--- config.mk ---
export PLATFORM = sky130hd
export DESIGN_NAME = demux12_stream_flat
export DESIGN_NICKNAME = d
export VERILOG_FILES = /design/src/rtl/demux12_stream_pkg.sv /design/src/rtl/demux12_stream_if.sv /design/src/rtl/demux12_stream_slot.sv /design/src/rtl/demux12_stream.sv /design/src/flat_wrapper.sv
export SDC_FILE = /design/constraint.sdc
export NUM_CORES = 1
export LEC_CHECK = 0
export BUFFER_PORTS_ARGS = -buffer_cell sky130_fd_sc_hd__buf_2
export CAP_MARGIN = 20
export CORE_MARGIN = 3
export CORE_UTILIZATION = 24
export CTS_CLUSTER_SIZE = 8
export DETAILED_ROUTE_END_ITERATION = 10
export SETUP_SLACK_MARGIN = 0.05
export SYNTH_ARGS = -nofsm -noshare
export SYNTH_HDL_FRONTEND = slang
export SYNTH_SLANG_ARGS = --single-unit
--- constraint.sdc ---
create_clock -name clk -period 3.24 [get_ports clk]
set_input_delay 0.486 -clock clk [delete_from_list [all_inputs] [get_ports clk]]
set_output_delay 0.486 -clock clk [all_outputs]
set_load 0.02 [all_outputs]
--- src/rtl/demux12_stream_pkg.sv ---
// Shared constants and helpers for the demux12_stream block and its interface.
package demux_pkg;

    localparam int DROP_CNT_W = 8;

    // Select width for n outputs; a 1-bit select is kept even for degenerate n.
    function automatic int sel_width(input int n);
        return (n <= 2) ? 1 : $clog2(n);
    endfunction

endpackage

--- src/rtl/demux12_stream_if.sv ---
// Producer/consumer bundle of the 1-to-N stream demux; slave is the demux side.
interface demux12_stream_if #(
    parameter int WIDTH = 8,
    parameter int N_OUT = 2
);
    localparam int SEL_W = demux_pkg::sel_width(N_OUT);

    logic                                in_valid;
    logic                                in_ready;
    logic [WIDTH-1:0]                    in_data;
    logic [SEL_W-1:0]                    in_sel;
    logic [N_OUT-1:0]                    out_valid;
    logic [N_OUT-1:0]                    out_ready;
    logic [N_OUT-1:0][WIDTH-1:0]         out_data;
    logic [demux_pkg::DROP_CNT_W-1:0]    drop_cnt;

    modport master (
        output in_valid, in_data, in_sel, out_ready,
        input  in_ready, out_valid, out_data, drop_cnt
    );

    modport slave (
        input  in_valid, in_data, in_sel, out_ready,
        output in_ready, out_valid, out_data, drop_cnt
    );

endinterface

--- src/rtl/demux12_stream_slot.sv ---
// One-entry output holding register: load wins over drain so a full slot can
// be drained and refilled in the same cycle without a bubble.
module demux_slot #(
    parameter int WIDTH = 8
) (
    input  logic             clk,
    input  logic             rst_n,
    input  logic             load,
    input  logic [WIDTH-1:0] data_in,
    output logic             valid,
    input  logic             ready,
    output logic [WIDTH-1:0] data_out
);

    always_ff @(posedge clk or negedge rst_n) begin
        if (!rst_n) begin
            valid    <= 1'b0;
            data_out <= '0;
        end else if (load) begin
            valid    <= 1'b1;
            data_out <= data_in;
        end else if (ready) begin
            valid    <= 1'b0;
        end
    end

endmodule

--- src/rtl/demux12_stream.sv ---
// Registered 1-to-N stream demux: select decode, per-output holding slots and
// a saturating counter of words discarded for an out-of-range select.
module demux12_stream
    import demux_pkg::*;
#(
    parameter int WIDTH = 8,
    parameter int N_OUT = 2
) (
    input  logic             clk,
    input  logic             rst_n,
    demux12_stream_if.slave  bus
);

    localparam int SEL_W = sel_width(N_OUT);

    logic                  in_range;
    logic                  take;
    logic [N_OUT-1:0]      load;
    logic [DROP_CNT_W-1:0] drop_q;

    // Ready looks only at the addressed slot, so one stalled consumer never
    // blocks traffic headed elsewhere; stray selects are always sunk.
    always_comb begin
        in_range     = ({1'b0, bus.in_sel} < (SEL_W+1)'(N_OUT));
        bus.in_ready = 1'b1;
        if (in_range)
            bus.in_ready = !bus.out_valid[bus.in_sel] | bus.out_ready[bus.in_sel];
        take         = bus.in_valid & bus.in_ready;
    end

    for (genvar i = 0; i < N_OUT; i++) begin : g_slot
        assign load[i] = take & in_range & (bus.in_sel == SEL_W'(i));

        demux_slot #(.WIDTH(WIDTH)) u_slot (
            .clk      (clk),
            .rst_n    (rst_n),
            .load     (load[i]),
            .data_in  (bus.in_data),
            .valid    (bus.out_valid[i]),
            .ready    (bus.out_ready[i]),
            .data_out (bus.out_data[i])
        );
    end

    always_ff @(posedge clk or negedge rst_n) begin
        if (!rst_n)
            drop_q <= '0;
        else if (take && !in_range && drop_q != '1)
            drop_q <= drop_q + 1'b1;
    end

    assign bus.drop_cnt = drop_q;

endmodule
--- src/flat_wrapper.sv ---
// flat-port wrapper written by rule: the top's interface ports become plain ports
module demux12_stream_flat import demux_pkg::*;
#(
    parameter int WIDTH = 8,
    parameter int N_OUT = 2
)
  (clk, rst_n, bus_in_valid, bus_in_data, bus_in_sel, bus_out_ready, bus_in_ready, bus_out_valid, bus_out_data, bus_drop_cnt);
  demux12_stream_if #(.WIDTH(WIDTH), .N_OUT(N_OUT)) bus_i ();
  input  logic clk;
  input  logic rst_n;
  input wire logic [$bits(bus_i.in_valid)-1:0] bus_in_valid;
  input wire logic [$bits(bus_i.in_data)-1:0] bus_in_data;
  input wire logic [$bits(bus_i.in_sel)-1:0] bus_in_sel;
  input wire logic [$bits(bus_i.out_ready)-1:0] bus_out_ready;
  output wire logic [$bits(bus_i.in_ready)-1:0] bus_in_ready;
  output wire logic [$bits(bus_i.out_valid)-1:0] bus_out_valid;
  output wire logic [$bits(bus_i.out_data)-1:0] bus_out_data;
  output wire logic [$bits(bus_i.drop_cnt)-1:0] bus_drop_cnt;
  assign bus_i.in_valid = bus_in_valid;
  assign bus_i.in_data = bus_in_data;
  assign bus_i.in_sel = bus_in_sel;
  assign bus_i.out_ready = bus_out_ready;
  assign bus_in_ready = bus_i.in_ready;
  assign bus_out_valid = bus_i.out_valid;
  assign bus_out_data = bus_i.out_data;
  assign bus_drop_cnt = bus_i.drop_cnt;
  demux12_stream #(.WIDTH(WIDTH), .N_OUT(N_OUT)) u_core (.clk(clk), .rst_n(rst_n), .bus(bus_i));
endmodule
After elaboration in Yosys (flattened, before gate mapping):

Index checks and enable logic that the tools add are counted.

* reduce and logical (&&, ||, !) cells: 3
* muxes and demuxes: 8
* magnitude comparators: 1
* bitwise gates (word level): 5

Operator list (count)
* 1-bit two-way mux: 8
* 2-bit nonzero test: 2
* 1-bit AND: 3
* 1-bit by 2-bit less-than comparator with 1-bit output (second input constant): 1
* 1-bit zero test: 1
* 1-bit inverter: 1
* 1-bit bitwise OR: 1

* flip-flop bits (word level): 18
* output and inout bits: 27
* input port bits: 14

Logic depth before layout (Yosys ltp):

Gate-level depths: netlist of the first run.

* depth in word-level cells: 7
* depth in mapped cells: 3
* gate-level depth less buffers: 3

Modules after synthesis:

From an unflattened synthesis of the first run, not the netlist that was laid out.

* cell total of the unflattened synthesis: 56
* area total of the unflattened synthesis: 847.1 um2

Modules (own cells, without submodules)
* demux_slot: times used 2, cells an instance 20, area an instance 369.1 um2
* demux12_stream: times used 1, cells an instance 16, area an instance 108.9 um2

Worst setup path before layout of the first run:

No wires, ideal clock.

* kind: input to output
* from: input bus_out_ready[0]
* to: output bus_in_ready
* stages: 3
* setup slack: 1.787 ns
* data arrival time: 0.967 ns
* required time: 2.754 ns
* path through: nand2b_2 > nor2_1 > a21oi_1

* cells in the longest elaborated chain, start to end: 3

Ends and longest elaborated chain
* start, declared: RTL line flat_wrapper.sv:14 `input wire logic [$bits(bus_i.out_ready)-1:0] bus_out_ready;`
* 1-bit two-way mux (not written as such) (2 in a row): RTL line demux12_stream.sv:27 `bus.in_ready = !bus.out_valid[bus.in_sel] | bus.out_ready[bus.in_sel];`
* 1-bit bitwise OR: RTL line demux12_stream.sv:27
* end, declared: RTL line flat_wrapper.sv:15 `output wire logic [$bits(bus_i.in_ready)-1:0] bus_in_ready;`

Every way passes these cells. The select of a mux whose other input is x is not followed.

Worst setup path after layout of the first run:

* from: register u_core.g_slot[1].u_slot.valid
* to: output bus_in_ready

* cells in the longest elaborated chain, start to end: 4

Ends and longest elaborated chain
* start, declared: RTL line demux12_stream_slot.sv:10 `output logic valid,`
* start signal, assigned: RTL line demux12_stream_slot.sv:17 `valid <= 1'b0;`
* start signal, assigned: RTL line demux12_stream_slot.sv:20 `valid <= 1'b1;`
* start signal, assigned: RTL line demux12_stream_slot.sv:23 `valid <= 1'b0;`
* 1-bit two-way mux (not written as such) (2 in a row): RTL line demux12_stream.sv:27
* 1-bit zero test: RTL line demux12_stream.sv:27
* 1-bit bitwise OR: RTL line demux12_stream.sv:27

Every way passes these cells. The select of a mux whose other input is x is not followed.

==> impl_metrics.ini, run 1 <==
[synthesis]
synth_top_area_share = 0.576
synthTopCellsByArea = dfrtp_1, mux2_2, buf_4
synth-seq-cells = 18
ys_types = 14
ys.flop_type = dfrtp_1
yosysMostFrequentCell = dfrtp_1
synth_edf_count = 0
synth-seq-area-share = 0.576
yosysTopAreaCell = dfrtp_1
synthesis.area_um2 = 782
synth.avg_cell_area_um2 = 14.2
yosysWarnings = 0
async_flop_share = 1.00
syn_inst = 55
synthTopCellsByCount = dfrtp_1, mux2_2, buf_4

[clock_network]
htree_levels = 1
cts_tree = done
cts.sinks = 18
clockBufferDepth = 2
cts_hold_buf = 0
cts_setup_buffers = 0
cts_buffers = 3
cts_resized = 0
root_buffer = clkbuf_4
clkLatencyLatePin_ps = 290
clk_pin_slew_ps = 110

[timing]
worst_pin_slew_ps = 513
rsz0062_at_grt = false
setup_viol = 0
period_needed_ps = 1690
finalClockSkew_ps = 3.94
fin_crit_sh = 0.522
fmax_ghz = 0.591
slew_headroom = 0.657
finalHoldViolations = 0
final.setup.tns_ps = 0
slew_violations = 0

[setup_path]
reg2reg_slack_ps = 1780
rr_worst_depth = 3
arrival_ps = 1210
r2r_end = u_core.g_slot[0].u_slot.data_out[7]
max_stage_delay_ps = 350
crit_path_start_kind = flip-flop
rr_startpoint = u_core.g_slot[0].u_slot.valid
path_buf_inv = 1
critPathKind = flip-flop to output pin
cpMaxStageDelayCell = dfrtp_1
crit_required_ps = 2750
path_cells = nor2b_1 > a21oi_1 > buf_2
critical_path.top_delay_family = flip-flops
worstPathMaxFanout = 3
endpoint_kind = output pin

[global_routing]
grt_overflow = 0
grt_max_degree = 19
grt_pass1_wl_um = 2450
grt_pass1_vias = 509
grt_antenna_before_repair = 0
grt.total_usage = 0.0807

[routing]
wire_per_inst_um = 11.0
first_pass_iters = 2
via_per_inst = 3.87
finalWirelength_um = 1460
drt_iter0_drc = 12
drc = 0
ant_nets = 0
num_vias = 511

[power_and_ir_drop]
p_per_area_mw_per_mm2 = 594
p_seq_frac = 0.479
pwr-share-clk = 0.240
p_int_uw = 397
vdd_ir_drop_max_mv = 0.236
p_switching_uw = 188
sw_frac_of_total = 0.321
power_leakage_nw = 0.475
power_frac_comb = 0.281
total_power_uw = 585

[cells_and_area]
diodes = 0
fillers = 326
nets = 103
final_cells = 132
area_growth_pct = 25.9
drive_gt1_frac = 0.625

[place]
placed_cells = 128
gp_congestion = 0.593
io_buffers = 32
dp_hpwl_um = 1100

[die]
die_height_um = 63.1
core_area_mm2 = 0.00308
num_rows = 20
initial_core_util = 0.254
io_pins = 41
die_w_um = 63.1
die-area_mm2 = 0.00398

[worst_hold_path]
hold_class = primary input to asynchronous set/reset pin

[outcome]
status = finished, final reports clean

[job]
drv_cap = 0
-- kinds of logic after synthesis --
family / after synthesis / synth area share
muxes: 16 / 0.230
other: 1 / 0.00480
AOI/OAI and AO/OA: 2 / 0.0128
and+or+nand+nor: 7 / 0.0752
DFF: 18 / 0.576
buffers and inverters: 11 / 0.101
-- per-stage QoR --
step	setup slack [ps]	hold WS [ps]	area [um2]	utilization
final	1550	109	985	0.320
after global routing	1400	107	985	0.320
after CTS	1520	106	985	0.320
after detailed placement	1510	442	948	0.308
after global placement	1560	434	948	0.308
after floorplan	1790	190	808	-
-- placed cells by master (no fill, tap or decap) --
| cell | netlist | final |
|---|---|---|
| inv_1 | 1 | 1 |
| a21oi_1 | 1 | 1 |
| mux2_2 | 16 | 16 |
| nor2_1 | 1 | 1 |
| clkbuf_8 | 0 | 1 |
| nor2b_1 | 1 | 1 |
| o21ai_0 | 1 | 1 |
| buf_2 | 0 | 32 |
| clkbuf_4 | 0 | 3 |
| conb_1 | 1 | 8 |
| nor2_4 | 1 | 1 |
| nand2b_1 | 1 | 1 |
| nand2b_2 | 1 | 1 |
| dfrtp_1 | 18 | 18 |
| nor3b_4 | 1 | 1 |
| nand2_1 | 1 | 1 |
-- state kept, by name, indices dropped and copies added, names as in the netlist --
signal / cells
u_core.g_slot.u_slot.data_out: 16
u_core.g_slot.u_slot.valid: 2
-- worst max path at each step --
stage / from / to / slack (ps) / cells past startpoint
floorplan: bus_out_ready[0] / bus_in_ready / 1790 / 3
global placement: bus_out_ready[0] / u_core.g_slot[0].u_slot.data_out[7] / 1560 / 4
detailed placement: bus_out_ready[0] / u_core.g_slot[0].u_slot.data_out[5] / 1510 / 4
CTS: u_core.g_slot[1].u_slot.valid / bus_in_ready / 1520 / 3
global route: u_core.g_slot[1].u_slot.valid / bus_in_ready / 1400 / 3
finish: u_core.g_slot[1].u_slot.valid / bus_in_ready / 1550 / 3
-- routing by layer --
layer  vias to the layer above  GRT usage  wire length [um]
met4                         0     0.0165                 0
li1                        232          -                 -
met3                         0     0.0410               142
met1                       251     0.0948               643
met5                         -          0                 0
met2                        28      0.132               671
-- cell type report --
cell class	instances	area [um2]	area share
Tap cell	44	55.1	0.0559
Clock buffer	4	36.3	0.0368
Timing Repair Buffer	32	160	0.163
Sequential cell	18	450	0.457
Multi-Input combinational cell	33	279	0.283
Inverter	1	3.75	0.00381
-- power by group through the flow --
stage	combinational (mW)	sequential, mW	clock (mW)
after floorplan	0.0681	0.332	0
after global placement	0.165	0.284	0
after detailed placement	0.167	0.285	0
after CTS	0.167	0.281	0.148
after global routing	0.177	0.285	0.158
final	0.164	0.280	0.141
-- worst reg2reg max path: cells and delay by family (launching register included) --
family | cells | cell delay, ps
simple gates | 2 | 560
flops | 1 | 400
mux | 1 | 390
No activity file was read; power rests on OpenSTA's default activity.
==> run 2, diff against run 1 <==
--- a/config.mk
+++ b/config.mk
@@ -5,6 +5,7 @@
 export SDC_FILE = /design/constraint.sdc
 export NUM_CORES = 1
 export LEC_CHECK = 0
+export ABC_AREA = 1
 export BUFFER_PORTS_ARGS = -buffer_cell sky130_fd_sc_hd__buf_2
 export CAP_MARGIN = 20
 export CORE_MARGIN = 3
==> constraint.sdc (replaced) <==
create_clock -name clk -period 1.5 [get_ports clk]
set_input_delay 0.225 -clock clk [delete_from_list [all_inputs] [get_ports clk]]
set_output_delay 0.225 -clock clk [all_outputs]
set_load 0.02 [all_outputs]
==> run 2 against run 1 <==
  * Core utilization shrank 1.3 points
  * Wire length grew 36%
  * Combinational power grew 110%
  * Critical path type unchanged
  * Critical endpoint unchanged
  * Largest cell class unchanged
==> impl_metrics.ini, run 2 <==
[clock_network]
clkLatencyLatePin_ps = 250
clk_pin_slew_ps = 70
cts_tree = done
clockBufferDepth = 2
cts_setup_buffers = 0
htree_levels = 1
root_buffer = clkbuf_8
cts.sinks = 18
cts_buffers = 3

[place]
dp_hpwl_um = 1560
gp_congestion = 0.804
placed_cells = 164
io_buffers = 32

[setup_path]
worstPathMaxFanout = 11
arrival_ps = 1090
crit_path_start_kind = flip-flop
max_stage_delay_ps = 400
rr_startpoint = u_core.g_slot[0].u_slot.valid
critPathKind = flip-flop to output pin
crit_required_ps = 1270
cpMaxStageDelayCell = dfrtp_1
path_cells = nand2_4 > nand2_1 > nand2_1 > buf_2
endpoint_kind = output pin
r2r_end = u_core.g_slot[0].u_slot.data_out[0]
cp_common_cell = nand2_1
rr_worst_depth = 4
reg2reg_slack_ps = 560

[synthesis]
synthMuxAreaShare = 0
synth.avg_cell_area_um2 = 9.41
yosysWarnings = 0
synthTopCellsByArea = dfrtp_1, nand2_1, nand4_1
ys.flop_type = dfrtp_1
syn_inst = 94
synthesis.area_um2 = 885
async_flop_share = 1.00
synth-seq-area-share = 0.509
synth_adder_area_share = 0
synth-seq-cells = 18
synth_top_area_share = 0.509
yosysMostFrequentCell = nand2_1
synth-simple-area-share = 0.324
ys_types = 11
yosysTopAreaCell = dfrtp_1
synth_top_family_by_area = simple AND/OR/NAND/NOR gates
synth_xor_area_frac = 0
synthTopCellsByCount = nand2_1, dfrtp_1, nand4_1
synth_edf_count = 0
synth_compound_area_frac = 0

[cells_and_area]
largest_register = u_core.g_slot.u_slot.data_out
largest_reg_flops = 16
final_common_cell = nand2_1
layout_common_cells = nand2_1, buf_2, dfrtp_1
drive_gt1_frac = 0.328
multi_input_area_um2 = 327
final_cells = 168
area_growth_pct = 19.5
ff_latch_area_um2 = 450
fillers = 379
reg_top3 = u_core.g_slot.u_slot.data_out (16), u_core.g_slot.u_slot.valid (2)
nets = 138
diodes = 0

[die]
num_rows = 21
core_area_mm2 = 0.00344
io_pins = 41
die_height_um = 66.7
initial_core_util = 0.257
die-area_mm2 = 0.00445
die_w_um = 66.7

[power_and_ir_drop]
p_int_uw = 844
p_switching_uw = 424
power_frac_comb = 0.274
p_per_area_mw_per_mm2 = 1200
p_seq_frac = 0.472
vdd_ir_drop_max_mv = 0.273
sw_frac_of_total = 0.335
total_power_mw = 1.27
power_leakage_nw = 0.602
pwr-share-clk = 0.254

[timing]
finalClockSkew_ps = 0.439
slew_violations = 0
setup_viol = 0
fmax_ghz = 0.762
fin_crit_sh = 0.875
finalHoldViolations = 0
rsz0062_at_grt = false
period_needed_ps = 1310
final.setup.tns_ps = 0

[global_routing]
grt_pass1_vias = 703
grt_antenna_before_repair = 0
grt_overflow = 0
grt.total_usage = 0.0963
grt_max_degree = 19
grt_pass1_wl_um = 3150

[routing]
drt_iter0_drc = 30
drc = 0
ant_nets = 0
finalWirelength_um = 1980
wire_per_inst_um = 11.8
via_per_inst = 4.20
num_vias = 705
first_pass_iters = 4

[worst_hold_path]
min_to = u_core.g_slot[1].u_slot.data_out[1]
worstHoldStart = bus_in_data[1]
hold_class = primary input to flip-flop
whs_path_depth = 3

[outcome]
status = finished, final reports clean

[job]
drv_cap = 0
-- run 2: cell types whose count changed after synthesis, sizes merged --
cell,before,now
nor2,2,0
o21ai,1,0
nand2,1,39
nor3b,1,0
nor2b,1,0
a21oi,1,0
nand4,0,16
nand2b,2,0
buf,10,15
inv,1,3
mux2,16,0
nand3,0,2
-- run 2: timing repair --
item / in CTS / in global routing
hold buffers: 1 / 0
hold endpoints to repair: 18 / 0
setup endpoints to repair: 0 / 1
resized for setup: 0 / 2
-- run 2: area by class of cell --
| cell class | instances | share of cell area |
|---|---|---|
| inverter | 3 | 0.0107 |
| tap | 46 | 0.0544 |
| clock buffer | 3 | 0.0391 |
| timing repair buffer | 33 | 0.161 |
| sequential | 18 | 0.426 |
| multi-input combinational | 65 | 0.309 |
-- run 2: worst max path at each step --
stage                                       start  slack, ps           end  cells after the start
floorplan           u_core.g_slot[0].u_slot.valid        460  bus_in_ready                      4
global placement                       bus_in_sel        420  bus_in_ready                      5
detailed placement                     bus_in_sel        380  bus_in_ready                      5
CTS                 u_core.g_slot[1].u_slot.valid        120  bus_in_ready                      4
global route        u_core.g_slot[0].u_slot.valid         90  bus_in_ready                      4
finish              u_core.g_slot[1].u_slot.valid        190  bus_in_ready                      4
-- run 2: stage by stage --
step                area (um2)  setup WS (ps)   util  hold slack [ps]
floorplan                  911            463      -            -70.6
global placement           996            417  0.289              167
detailed placement         996            382  0.289              175
CTS                       1050            117  0.304              256
global route              1060           93.5  0.307              260
finish                    1060            188  0.307              255
-- run 2: critical path, delay by kind of cell, from the launching register on --
kind / cells / cell delay (ps)
flip-flops: 1 / 400
buffers and inverters: 1 / 160
AND/OR/NAND/NOR: 3 / 290
-- run 2: routing by layer --
| metal | GRT usage | share of wire | vias up |
|---|---|---|---|
| met1 | 0.118 | 0.45 | 328 |
| li1 | - | - | 347 |
| met3 | 0.0455 | 0.11 | 2 |
| met5 | 0 | 0 | - |
| met2 | 0.149 | 0.43 | 28 |
| met4 | 0.0305 | 0.0061 | 0 |
-- run 2: cells by family (layout without fill, tap and decap cells) --
| logic type | Yosys count | count (layout) |
|---|---|---|
| other | 1 | 8 |
| DFF | 18 | 18 |
| and+or+nand+nor | 57 | 57 |
| buffers and inverters | 18 | 39 |
-- run 2: power groups by stage --
stage	clock [mW]	combinational [mW]	sequential [mW]
CTS	0.335	0.352	0.597
finish	0.322	0.347	0.598
global placement	0	0.347	0.602
global route	0.358	0.386	0.608
floorplan	0	0.165	0.692
detailed placement	0	0.349	0.606
==> run 3, diff against run 2 <==
--- a/config.mk
+++ b/config.mk
@@ -12,6 +12,7 @@
 export CORE_UTILIZATION = 24
 export CTS_CLUSTER_SIZE = 8
 export DETAILED_ROUTE_END_ITERATION = 10
+export REMOVE_ABC_BUFFERS = 1
 export SETUP_SLACK_MARGIN = 0.05
 export SYNTH_ARGS = -nofsm -noshare
 export SYNTH_HDL_FRONTEND = slang
==> constraint.sdc (replaced) <==
create_clock -name clk -period 1.5 [get_ports clk]
set_input_delay 0.225 -clock clk [delete_from_list [all_inputs] [get_ports clk]]
set_output_delay 0.225 -clock clk [all_outputs]
set_load 0.1 [all_outputs]
==> run 3 against run 2 <==
  * Hold slack worse by 2.1 ps
  * Via count rose by 2.3%
  * Combinational power rose to 2.6 times the previous value
  * Setup slack worse by 41 ps
  * Clock skew hardly changed
  * Largest power group is now combinational logic
  * Highest routed layer unchanged
==> impl_metrics.ini, run 3 (synthesis results as in run 2) <==
[setup_path]
worstPathMaxFanout = 6
arrival_ps = 1130
rr_worst_depth = 5
rr_startpoint = u_core.g_slot[0].u_slot.valid
reg2reg_slack_ps = 480
cp_common_cell = nand2_1
r2r_end = u_core.g_slot[0].u_slot.data_out[2]
crit_path_start_kind = flip-flop
path_cells = nand2_4 > nand2_1 > nand2_1 > buf_12
endpoint_kind = output pin
max_stage_delay_ps = 410
cpMaxStageDelayCell = dfrtp_1
critPathKind = flip-flop to output pin
crit_required_ps = 1270

[timing]
rsz0062_at_grt = false
fin_crit_sh = 0.902
setup_viol = 0
finalClockSkew_ps = 0.159
timing.hold.ws_ps = 253
slew_violations = 0
finalHoldViolations = 0
worst_slack_ps = 147
fmax_ghz = 0.739
period_needed_ps = 1350

[clock_network]
cts_buffers = 3
cts.sinks = 18
htree_levels = 1
clk_pin_slew_ps = 60
clkLatencyLatePin_ps = 250
root_buffer = clkbuf_8
clockBufferDepth = 2
cts_tree = done

[routing]
via_per_inst = 4.22
drc = 0
num_vias = 721
finalWirelength_um = 2160
first_pass_iters = 4
wl_met2_um = 1080
drt_iter0_drc = 7
ant_nets = 0
maxUsedRoutingLayer = met4
wl_met3_um = 158
drt-met1-wl_um = 876
wire_per_inst_um = 12.6

[global_routing]
grt_antenna_before_repair = 0
grt_pass1_vias = 717
grt_pass1_wl_um = 3420
grt.total_usage = 0.102
grt_max_degree = 19
grt_overflow = 0

[power_and_ir_drop]
total_power_mw = 1.84
p_per_area_mw_per_mm2 = 1680
power_leakage_nw = 0.622
vdd_ir_drop_max_mv = 0.539

[cells_and_area]
final_cells = 171
nets = 141
layout_common_cells = nand2_1, buf_2, dfrtp_1
final_common_cell = nand2_1
largest_reg_flops = 16
diodes = 0
reg_top3 = u_core.g_slot.u_slot.data_out (16), u_core.g_slot.u_slot.valid (2)
drive_gt1_frac = 0.344
fillers = 374
area_growth_pct = 23.8
largest_register = u_core.g_slot.u_slot.data_out

[worst_hold_path]
min_to = u_core.g_slot[1].u_slot.data_out[4]
hold_class = primary input to flip-flop
whs_path_depth = 3
worstHoldStart = bus_in_data[4]

[die]
io_pins = 41
die_w_um = 66.7
die-area_mm2 = 0.00445
die_height_um = 66.7
num_rows = 21
initial_core_util = 0.257
core_area_mm2 = 0.00344

[place]
pre_cts_slack_ps = 299
gp_congestion = 0.770
dp_hpwl_um = 1660
io_buffers = 32
placed_cells = 164

[outcome]
status = finished, final reports clean

[job]
drv_cap = 0
-- run 3: changes by cell type in the layout (fill, tap and decap cells not counted), sizes merged --
| cell | change |
|---|---|
| buf | +3 |
-- run 3: cell type report --
type,count,area (um2),share of cell area
multi-input combinational,65,327,0.298
inverter,3,11.3,0.0103
timing repair buffer,36,208,0.190
sequential,18,450,0.411
clock buffer,3,41.3,0.0377
tap,46,57.6,0.0526
-- run 3: metal layers --
layer	global-route usage	vias up
li1	-	357
met1	0.116	332
met2	0.177	28
met3	0.0388	4
met4	0.0279	0
met5	0	-
-- run 3: power by group --
part,switching (mW),internal (mW)
registers,0.0391,0.560
logic,0.795,0.120
clock network,0.146,0.178
total,0.980,0.857
-- run 3: worst max path at each step --
stage	start	to	slack, ps	cells after the start
after floorplan	u_core.g_slot[0].u_slot.valid	bus_in_ready	-580	3
after global placement	bus_in_sel	bus_in_ready	330	5
after detailed placement	bus_in_sel	bus_in_ready	300	5
after CTS	u_core.g_slot[1].u_slot.valid	bus_in_ready	70	4
after global routing	u_core.g_slot[1].u_slot.valid	bus_in_ready	90	4
final	u_core.g_slot[1].u_slot.valid	bus_in_ready	150	4
-- run 3: stage by stage --
step	instance area, um2	TNS (ps)	utilization
CTS	1070	0	0.312
finish	1090	0	0.318
global route	1090	0	0.318
detailed placement	1010	0	0.294
global placement	1010	0	0.294
floorplan	778	-1490	-
-- run 3: timing repair --
action,in CTS,in global routing
hold buffers,1,0
resized for setup,2,0
setup buffers,0,3
setup endpoints to repair,1,1
pin swaps,0,2
hold endpoints to repair,18,0
-- run 3: critical path, delay by kind of cell (launching register included) --
kind / cells / cell delay [ps]
flops: 1 / 410
simple gates: 3 / 280
buf+inv: 1 / 190
